`src/rtl/legv8_pkg.sv`:
```
// rtl/legv8_pkg.sv - shared opcodes, ALU_OP encodings, FSM states and XZR index
package legv8_pkg;

    // Opcode prefixes. B and CBZ are matched on their short prefixes.
    // The remaining instructions are matched on the full 11-bit field.
    localparam logic [5:0]  OP_B    = 6'b000101;
    localparam logic [7:0]  OP_CBZ  = 8'b10110100;
    localparam logic [10:0] OP_LDUR = 11'b11111000010;
    localparam logic [10:0] OP_STUR = 11'b11111000000;
    localparam logic [10:0] OP_ADD  = 11'b10001011000;
    localparam logic [10:0] OP_SUB  = 11'b11001011000;
    localparam logic [10:0] OP_AND  = 11'b10001010000;
    localparam logic [10:0] OP_ORR  = 11'b10101010000;

    localparam logic [1:0] ALUOP_MEM = 2'b00;
    localparam logic [1:0] ALUOP_BR  = 2'b01;
    localparam logic [1:0] ALUOP_R   = 2'b10;

    localparam logic [4:0] XZR = 5'd31;

    typedef enum logic {
        RUN     = 1'b0,
        WAIT_BR = 1'b1
    } state_t;

endpackage

```
`src/rtl/legv8_instr_decoder.sv`:
```
// rtl/legv8_instr_decoder.sv - combinational LEGv8 decode of one instruction word
//
// Ports:
//   instruction   in   32-bit instruction word
//   reg2loc .. uncon_branch, alu_op   out  control bits
//   opcode        out  instruction[31:21]
//   read_reg_1/2, write_reg           out  register addresses
//   imm           out  sign-extended immediate, ADDR_W bits (ADDR_W > 28)
//   illegal       out  word matches no supported opcode
module legv8_instr_decoder
    import legv8_pkg::*;
#(
    parameter int ADDR_W = 64
) (
    input  logic [31:0]       instruction,
    output logic              reg2loc,
    output logic              regwrite,
    output logic              memread,
    output logic              memwrite,
    output logic              mem2reg,
    output logic              alusrc,
    output logic              branch,
    output logic              uncon_branch,
    output logic [1:0]        alu_op,
    output logic [10:0]       opcode,
    output logic [4:0]        read_reg_1,
    output logic [4:0]        read_reg_2,
    output logic [4:0]        write_reg,
    output logic [ADDR_W-1:0] imm,
    output logic              illegal
);

    always_comb begin
        reg2loc      = 1'b0;
        regwrite     = 1'b0;
        memread      = 1'b0;
        memwrite     = 1'b0;
        mem2reg      = 1'b0;
        alusrc       = 1'b0;
        branch       = 1'b0;
        uncon_branch = 1'b0;
        alu_op       = ALUOP_MEM;
        imm          = '0;
        illegal      = 1'b0;
        if (instruction[31:26] == OP_B) begin
            uncon_branch = 1'b1;
            alu_op       = ALUOP_BR;
            imm          = {{(ADDR_W-28){instruction[25]}}, instruction[25:0], 2'b00};
        end else if (instruction[31:24] == OP_CBZ) begin
            branch  = 1'b1;
            reg2loc = 1'b1;
            alu_op  = ALUOP_BR;
            imm     = {{(ADDR_W-21){instruction[23]}}, instruction[23:5], 2'b00};
        end else begin
            case (instruction[31:21])
                OP_LDUR: begin
                    memread  = 1'b1;
                    mem2reg  = 1'b1;
                    regwrite = 1'b1;
                    alusrc   = 1'b1;
                    imm      = {{(ADDR_W-9){instruction[20]}}, instruction[20:12]};
                end
                OP_STUR: begin
                    memwrite = 1'b1;
                    mem2reg  = 1'b1;
                    alusrc   = 1'b1;
                    reg2loc  = 1'b1;
                    imm      = {{(ADDR_W-9){instruction[20]}}, instruction[20:12]};
                end
                OP_ADD, OP_SUB, OP_AND, OP_ORR: begin
                    regwrite = 1'b1;
                    alu_op   = ALUOP_R;
                end
                default: illegal = 1'b1;
            endcase
        end
    end

    assign opcode     = instruction[31:21];
    assign read_reg_1 = instruction[9:5];
    assign read_reg_2 = reg2loc ? instruction[4:0] : instruction[20:16];
    assign write_reg  = instruction[4:0];

endmodule

```
`src/rtl/legv8_ctrl_pipe.sv`:
```
// rtl/legv8_ctrl_pipe.sv - pipelined LEGv8 control: fetch PC, decode register, branch and load-use handling
//
// Ports:
//   CLOCK, RESET_N                     clock, async active-low reset
//   INSTRUCTION, INSTR_VALID/READY     fetch-side handshake
//   PC                                 fetch address
//   DEC_VALID/READY + bundle outputs   registered decode bundle towards execute
//   BR_VALID, BR_TAKEN                 CBZ outcome from execute
//   FLUSH, FLUSH_PC                    redirect request
//   ILLEGAL                            sticky unknown-opcode flag
module legv8_ctrl_pipe
    import legv8_pkg::*;
#(
    parameter int                ADDR_W     = 64,
    parameter logic [ADDR_W-1:0] PC_RESET   = '0,
    parameter int                LOAD_STALL = 1,
    parameter int                STALL_W    = 2
) (
    input  logic              CLOCK,
    input  logic              RESET_N,
    input  logic [31:0]       INSTRUCTION,
    input  logic              INSTR_VALID,
    output logic              INSTR_READY,
    output logic [ADDR_W-1:0] PC,
    output logic              DEC_VALID,
    input  logic              DEC_READY,
    output logic              REG2LOC,
    output logic              REGWRITE,
    output logic              MEMREAD,
    output logic              MEMWRITE,
    output logic              MEM2REG,
    output logic              ALUSRC,
    output logic              BRANCH,
    output logic              UNCON_BRANCH,
    output logic [1:0]        ALU_OP,
    output logic [10:0]       OPCODE,
    output logic [4:0]        READ_REG_1,
    output logic [4:0]        READ_REG_2,
    output logic [4:0]        WRITE_REG,
    output logic [ADDR_W-1:0] IMM,
    input  logic              BR_VALID,
    input  logic              BR_TAKEN,
    input  logic              FLUSH,
    input  logic [ADDR_W-1:0] FLUSH_PC,
    output logic              ILLEGAL
);

    localparam logic [ADDR_W-1:0] PC_STEP = ADDR_W'(4);

    logic              d_reg2loc, d_regwrite, d_memread, d_memwrite;
    logic              d_mem2reg, d_alusrc, d_branch, d_uncon_branch, d_illegal;
    logic [1:0]        d_alu_op;
    logic [10:0]       d_opcode;
    logic [4:0]        d_read_reg_1, d_read_reg_2, d_write_reg;
    logic [ADDR_W-1:0] d_imm;

    state_t             state, state_nxt;
    logic [STALL_W-1:0] stall_cnt;
    logic [4:0]         last_ld;
    logic [ADDR_W-1:0]  br_target, br_fall;
    logic               hazard, accept;

    legv8_instr_decoder #(.ADDR_W(ADDR_W)) u_dec (
        .instruction (INSTRUCTION),
        .reg2loc     (d_reg2loc),
        .regwrite    (d_regwrite),
        .memread     (d_memread),
        .memwrite    (d_memwrite),
        .mem2reg     (d_mem2reg),
        .alusrc      (d_alusrc),
        .branch      (d_branch),
        .uncon_branch(d_uncon_branch),
        .alu_op      (d_alu_op),
        .opcode      (d_opcode),
        .read_reg_1  (d_read_reg_1),
        .read_reg_2  (d_read_reg_2),
        .write_reg   (d_write_reg),
        .imm         (d_imm),
        .illegal     (d_illegal)
    );

    // XZR never carries a loaded value, so a load into it never blocks a reader.
    assign hazard = (stall_cnt != '0) && (last_ld != XZR) &&
                    ((d_read_reg_1 == last_ld) || (d_read_reg_2 == last_ld));

    assign INSTR_READY = RESET_N && (state == RUN) && !FLUSH &&
                         (!DEC_VALID || DEC_READY) && !hazard;
    assign accept      = INSTR_VALID && INSTR_READY;

    always_ff @(posedge CLOCK or negedge RESET_N) begin
        if (!RESET_N) state <= RUN;
        else          state <= state_nxt;
    end

    always_comb begin
        state_nxt = state;
        case (state)
            RUN:     if (accept && d_branch) state_nxt = WAIT_BR;
            WAIT_BR: if (FLUSH || BR_VALID)  state_nxt = RUN;
            default: state_nxt = RUN;
        endcase
    end

    // Load-use tracker: armed when a load leaves the decode register.
    always_ff @(posedge CLOCK or negedge RESET_N) begin
        if (!RESET_N) begin
            stall_cnt <= '0;
            last_ld   <= '0;
        end else if (FLUSH) begin
            stall_cnt <= '0;
        end else if (DEC_VALID && DEC_READY && MEMREAD) begin
            stall_cnt <= STALL_W'(LOAD_STALL);
            last_ld   <= WRITE_REG;
        end else if (stall_cnt != '0) begin
            stall_cnt <= stall_cnt - STALL_W'(1);
        end
    end

    always_ff @(posedge CLOCK or negedge RESET_N) begin
        if (!RESET_N) begin
            PC           <= PC_RESET;
            DEC_VALID    <= 1'b0;
            REG2LOC      <= 1'b0;
            REGWRITE     <= 1'b0;
            MEMREAD      <= 1'b0;
            MEMWRITE     <= 1'b0;
            MEM2REG      <= 1'b0;
            ALUSRC       <= 1'b0;
            BRANCH       <= 1'b0;
            UNCON_BRANCH <= 1'b0;
            ALU_OP       <= '0;
            OPCODE       <= '0;
            READ_REG_1   <= '0;
            READ_REG_2   <= '0;
            WRITE_REG    <= '0;
            IMM          <= '0;
            ILLEGAL      <= 1'b0;
            br_target    <= '0;
            br_fall      <= '0;
        end else if (FLUSH) begin
            PC        <= FLUSH_PC;
            DEC_VALID <= 1'b0;
        end else if (state == WAIT_BR && BR_VALID) begin
            PC <= BR_TAKEN ? br_target : br_fall;
            if (DEC_READY) DEC_VALID <= 1'b0;
        end else if (accept) begin
            if (d_illegal) begin
                // Unknown words are swallowed; any held bundle was consumed this cycle.
                ILLEGAL   <= 1'b1;
                DEC_VALID <= 1'b0;
                PC        <= PC + PC_STEP;
            end else begin
                DEC_VALID    <= 1'b1;
                REG2LOC      <= d_reg2loc;
                REGWRITE     <= d_regwrite;
                MEMREAD      <= d_memread;
                MEMWRITE     <= d_memwrite;
                MEM2REG      <= d_mem2reg;
                ALUSRC       <= d_alusrc;
                BRANCH       <= d_branch;
                UNCON_BRANCH <= d_uncon_branch;
                ALU_OP       <= d_alu_op;
                OPCODE       <= d_opcode;
                READ_REG_1   <= d_read_reg_1;
                READ_REG_2   <= d_read_reg_2;
                WRITE_REG    <= d_write_reg;
                IMM          <= d_imm;
                if (d_uncon_branch) begin
                    PC <= PC + d_imm;
                end else if (d_branch) begin
                    // PC stays put until execute resolves the condition.
                    br_target <= PC + d_imm;
                    br_fall   <= PC + PC_STEP;
                end else begin
                    PC <= PC + PC_STEP;
                end
            end
        end else if (DEC_READY) begin
            DEC_VALID <= 1'b0;
        end
    end

endmodule

```
`config.mk`:
```
export PLATFORM = sky130hd
export DESIGN_NAME = legv8_ctrl_pipe
export DESIGN_NICKNAME = d
export VERILOG_FILES = /design/src/rtl/legv8_pkg.sv /design/src/rtl/legv8_instr_decoder.sv /design/src/rtl/legv8_ctrl_pipe.sv
export SDC_FILE = /design/constraint.sdc
export NUM_CORES = 1
export LEC_CHECK = 0
export CAP_MARGIN = 5
export CORE_MARGIN = 8
export CORE_UTILIZATION = 50
export CTS_CLUSTER_DIAMETER = 200
export DETAILED_ROUTE_END_ITERATION = 10
export HOLD_SLACK_MARGIN = 0.15
export MAX_ROUTING_LAYER = met4
export PLACE_DENSITY = 0.74
export SYNTH_ARGS = -nofsm -noshare
export SYNTH_HDL_FRONTEND = slang
export SYNTH_SLANG_ARGS = --single-unit
```
`constraint.sdc`:
```
create_clock -name CLOCK -period 9.1 [get_ports CLOCK]
set_clock_uncertainty 0.05 [all_clocks]
set_input_delay 1.82 -clock CLOCK [delete_from_list [all_inputs] [get_ports CLOCK]]
set_output_delay 1.82 -clock CLOCK [all_outputs]
set_load 0.01 [all_outputs]
```
[After elaboration in Yosys (flattened, before gate mapping)]
Cells that the tools add are included.
Storage, ports and cells
  register bits: 301
  bits in latches: 0
  RAM bits: 0
  ROM bits: 0
  input port bits: 103
  output and inout port bits: 167
  logic and storage cells: 115
  memories: 0
Operators by class
  add/subtract/negate cells: 3
  multipliers: 0
  div/mod/pow operators: 0
  magnitude comparators: 0
  equal/unequal tests: 12
  shift operators: 0
  multiplexer cells: 45
  bitwise operators: 5
  reductions and logical operators: 29
Operator list (number)
  2-to-1 mux 64 bit: 10
  equality test 11 bit (second input constant): 6
  adder 64 x 3 -> 64 bit (second input constant): 1
  adder 64 bit: 1
  2-to-1 mux 1 bit: 27
  2-to-1 mux 2 bit: 6
  logical AND 1 bit: 11
  equality test 5 bit: 2
  equality test 8 bit (second input constant): 1
  AND reduction 4 bit: 2
  equality test 6 x 3 -> 1 bit (second input constant): 1
  AND reduction 6 bit: 1
  nonzero test 3 bit: 2
  OR reduction 6 bit: 1
  2-to-1 mux 5 bit: 1
  != test 5 x 2 -> 1 bit (second input constant): 1
  != test 5 bit (second input constant): 1
  NOT 1 bit: 5
  OR reduction 5 bit: 1
  AND reduction 2 bit: 2
  OR reduction 4 bit: 1
  logical NOT 1 bit: 3
  logical OR 1 bit: 3
  case mux 1 bit (2 select lines): 1
  3 further kinds: 3

[Depth between registers and ports, before layout]
  depth after elaboration: 14
  gate-level depth with buffers: 19
  mapped depth without buffers: 16

[By module]
Synthesis repeated with hierarchy kept, for this count alone.
Unflattened totals
  cells, all modules: 2209
  area total of the unflattened synthesis: 19633.8 um^2
Modules (own cells, without submodules)
  legv8_ctrl_pipe: instances 1, cells an instance 2075, area an instance 18597.8 um^2, seq. area each 7557.2 um^2
  legv8_instr_decoder: instances 1, cells an instance 134, area an instance 1036.0 um^2, seq. area each 0.0 um^2

[Worst setup path before layout]
Ideal clock, no wire load.
  path kind: input-to-reg
  start point: input INSTRUCTION[27]
  end point: register PC[56]
  setup time: 131 ps
  arrival time: 5935 ps
  data required time: 8919 ps
  slack: 2984 ps
  cell stages on the path: 17
  buffers on the path: 2
  path through: and4bb_1 > and3_1 > clkbuf_1 > a221o_1 > o21a_1 > ha_1 > buf_2 > a21oi_1 > o21ai_0 > a211oi_1 > o21ai_0 > a22oi_1 > a22oi_2 > a21boi_1 > nor4_1 > a211oi_1 > a31oi_1
Between the ends
  elaborated cells between the ends (all ways): 38
  those cells by class: add/sub: 1; eq/ne: 10; mux: 18; reduce/logical: 9
RTL lines
  start: declaration: RTL line legv8_ctrl_pipe.sv:21  | input logic [31:0] INSTRUCTION,
  equality test 11 bit: RTL line legv8_instr_decoder.sv:55  | case (instruction[31:21])
  OR reduction 2 bit (no source line)
  2-to-1 mux 64 bit: RTL line legv8_instr_decoder.sv:55
  2-to-1 mux 64 bit: RTL line legv8_instr_decoder.sv:49  | end else if (instruction[31:24] == OP_CBZ) begin
  2-to-1 mux 64 bit *: RTL line legv8_instr_decoder.sv:45  | if (instruction[31:26] == OP_B) begin
  via d_imm[27]: RTL line legv8_ctrl_pipe.sv:55  | logic [ADDR_W-1:0] d_imm;
  adder 64 bit *: RTL line legv8_ctrl_pipe.sv:169  | PC <= PC + d_imm;
  2-to-1 mux 64 bit *: RTL line legv8_ctrl_pipe.sv:168  | if (d_uncon_branch) begin
  2-to-1 mux 64 bit *: RTL line legv8_ctrl_pipe.sv:147  | if (d_illegal) begin
  2-to-1 mux 64 bit *: RTL line legv8_ctrl_pipe.sv:146  | end else if (accept) begin
  2-to-1 mux 64 bit *: RTL line legv8_ctrl_pipe.sv:143  | end else if (state == WAIT_BR && BR_VALID) begin
  2-to-1 mux 64 bit *: RTL line legv8_ctrl_pipe.sv:140  | end else if (FLUSH) begin
  end signal: assignment: RTL line legv8_ctrl_pipe.sv:144  | PC <= BR_TAKEN ? br_target : br_fall;
  end signal: assignment: RTL line legv8_ctrl_pipe.sv:151  | PC <= PC + PC_STEP;
  end signal: assignment: RTL line legv8_ctrl_pipe.sv:169
  end: declaration: RTL line legv8_ctrl_pipe.sv:24  | output logic [ADDR_W-1:0] PC,
Mark *: on every way through the listed nets, which the timed path passes. The rest lies on a longest branch. The select of a mux whose other input is x is not followed.
A chain may end at the register's enable or synchronous reset.

[Worst setup path after layout]
  start point: input INSTRUCTION[27]
  end point: register PC[45]
The elaborated chain is that of the path after synthesis.

==> results.json <==
{
  "first_pass_iters": 6,
  "place_congestion": 0.970,
  "finalWorstSetupSlack_ns": 2.06,
  "fmax_mhz": 142,
  "dp_slack_ns": 1.57,
  "rows": 70,
  "synth_nets": 2292,
  "gr-total-overflow": 0,
  "dpl.hpwl_mm": 49.2,
  "numCtsBuffers": 30,
  "die_width_um": 209,
  "seq_area_mm2": 0.00663,
  "synth_seq_area_share_pct": 35.6,
  "cp_data_arrival_time_ns": 7.49,
  "fin_total_pwr_mw": 3.70,
  "drive_gt1_share_pct": 9.41,
  "dp_cells": 2711,
  "clkTransAtPathRegs_ns": 0.06,
  "cts-root-buf": "clkbuf_16",
  "wire_per_inst_um": 24.1,
  "nNetsFinal": 2444,
  "drc": 0,
  "io_pins": 270,
  "wirelength_mm": 66.6,
  "timing.rr.start": "PC[0]",
  "viasPerCell": 6.29,
  "cts_setup_buffers": 0,
  "yosys_warnings": 0,
  "nFillCells": 3233,
  "crit_path_start_kind": "input pin",
  "n_antenna_cell": 0,
  "setup-tns-final_ns": 0,
  "status": "finished clean",
  "holdCritStartpoint": "br_fall[33]",
  "avgSynthCellArea_um2": 8.78,
  "synth_edf_count": 0,
  "clockBufferDepth": 3,
  "cts_hold_buf": 0,
  "crit_chain": "clkdlybuf4s50_1, and4bb_1, nand2_2, nand2_1, a21oi_1, a21oi_1, ha_1, nand4_1, nor2_1, nand4b_1, a21oi_1, o21ai_1, o41a_1, xnor2_1, a21oi_1, a211o_1, a21oi_1",
  "crit_path_start": "INSTRUCTION[27]",
  "cpPeakStageDelay_ns": 0.79,
  "insertion_delay_ns": 0.59,
  "cap_violations": 0,
  "postRouteAntennaNets": 0,
  "p_per_area_mw_per_mm2": 166,
  "worstMarginPinSlew_ns": 1.30,
  "clkSinkCount": 265,
  "switching_power_mw": 1.22,
  "internal_power_mw": 2.48,
  "hold_path.class": "reg -> reg",
  "grtUsageMet3_pct": 4.09,
  "grt_setup_unrepaired": "no",
  "area_growth_pct": 19.3,
  "ir_drop_mv": 0.169,
  "critical_path_required_ns": 9.54,
  "fin_crit_sh_pct": 77.4,
  "netlist_area_mm2": 0.0187,
  "coreArea_mm2": 0.0367,
  "p_sw_share_pct": 33.0,
  "fin_cells": 2764,
  "synthCells": 2123,
  "crit_path_end_kind": "register",
  "clockPowerShare_pct": 34.7,
  "final_hold_viol_count": 0,
  "utilization_pct": 60.6,
  "crit_fanout": 31,
  "placed_area_mm2": 0.0212,
  "sequentialPowerShare_pct": 38.4,
  "synthFlopType": "dfrtp_1",
  "dr_total_vias": 17382,
  "setup_violations": 0,
  "die-height_um": 209,
  "synthArstFlopShare_pct": 100,
  "grtUsageMet2_pct": 47.0,
  "crit_path_frequent_cell": "a21oi_1",
  "groute.layer.met1.usage_pct": 40.4,
  "grt_pass1_vias": 17200,
  "crit_type": "in -> reg",
  "cts_tree": "yes",
  "drv_slew": 0,
  "top_usage_layer": "met2",
  "antenna_found_initial": 0,
  "multiInputGateArea_mm2": 0.0110,
  "final_area_mm2": 0.0223,
  "relSlewSlack_pct": 12.4,
  "synth_cell_type_count": 95,
  "dieArea_mm2": 0.0437,
  "grt_max_degree": 108,
  "ys_seq_elements": 265,
  "holdWs_ns": 0.424,
  "initial_core_util_pct": 50.8,
  "htreeDepth": 1,
  "worst_path_max_delay_cell": "a21oi_1",
  "cts-resized-gates": 0,
  "pwr-share-comb_pct": 26.8,
  "grt_usage_pct": 30.5,
  "p_leak_nw": 9.60,
  "min_period_ns": 7.04,
  "io_buffer_count": 269,
  "grt_pass1_wl_mm": 103,
  "drt_iter0_markers": 1547
}
==> final cells by class <==
| type | count | area share [%] |
|---|---|---|
| clock buffer | 50 | 4.39 |
| inverter | 29 | 0.489 |
| clock inverter | 3 | 0.309 |
| sequential | 265 | 29.8 |
| tap | 468 | 2.63 |
| multi-input combinational | 1657 | 49.4 |
| timing repair buffer | 292 | 13.0 |
==> worst max-delay path, delay by kind of cell <==
| kind | cells | cell delay, ns |
|---|---|---|
| AOI/OAI and AO/OA | 8 | 2.64 |
| and+or+nand+nor | 6 | 1.71 |
| buffers and inverters | 1 | 0.55 |
| adders and majority gates | 1 | 0.47 |
| xor gates and xnor gates | 1 | 0.29 |
==> sequential cells by signal, indices dropped and copies added (netlist names), 2 cells and up <==
name        flops
OPCODE         11
stall_cnt       2
IMM            28
ALU_OP          2
br_target      64
WRITE_REG       5
last_ld         5
br_fall        64
READ_REG_2      5
PC             64
READ_REG_1      5
==> placed cells by master, fill, tap and decap left out, types with 45 or more instances in the layout <==
cell type        count
o21ai_0            213
nand3_1             52
clkdlybuf4s50_1    266
mux2_2              79
nor2_1             133
a21oi_1            161
xor2_1              60
xnor2_1             75
nand4_1             45
dfrtp_1            265
ha_1                65
nand2_1            274
mux2i_1             61
==> power groups by stage <==
stage                     sequential, mW  clock [mW]  combinational (mW)
after floorplan                     1.42           0               0.537
after global placement              1.43           0               0.969
after detailed placement            1.44           0               0.982
after CTS                           1.42        1.30               0.987
after global routing                1.43        1.34                1.08
final                               1.42        1.28               0.992
==> routing by layer <==
layer  up-vias  wire length (um)
li1       7977                 -
met3       164              4940
met1      8457             28600
met5         -                 0
met4         0              2810
met2       784             30300
==> final timing paths <==
path                            endpoint  slack, ns  depth (start not counted)
max                               PC[45]       2.06                         17
min                          br_fall[33]       0.42                          2
max reg2reg                       PC[60]       5.04                         12
min reg2reg                  br_fall[33]       0.42                          2
max in group asynchronous         PC[54]       5.71                          3
min in group asynchronous  br_target[23]       1.18                          1
==> cell families (layout without fill, tap and decap cells) <==
family	after synthesis	in the layout	share of synthesized area, %
buffers and inverters	201	374	5.60
multiplexers	171	171	10.5
flip-flops	265	265	35.6
AO/OA/AOI/OAI	633	633	21.1
AND/OR/NAND/NOR	652	652	16.5
XOR/XNOR	135	135	6.34
adder cells (fa/ha/maj)	66	66	4.47
==> cell usage after synthesis, types with 26 or more instances <==
master	instances	area (um2)
mux2_2	79	890
mux2_4	27	405
ha_1	65	813
nand3_1	52	260
o21ai_0	213	1070
nor2_1	134	503
xnor2_1	75	657
a211oi_1	32	240
inv_1	28	105
nor3_1	27	135
and3_1	26	163
mux2i_1	61	611
dfrtp_1	265	6630
buf_4	48	360
xor2_1	60	526
nand4_1	45	282
nand2_1	275	1030
a21oi_1	161	806
clkbuf_1	83	312
Power figures use the tool's default switching activity.
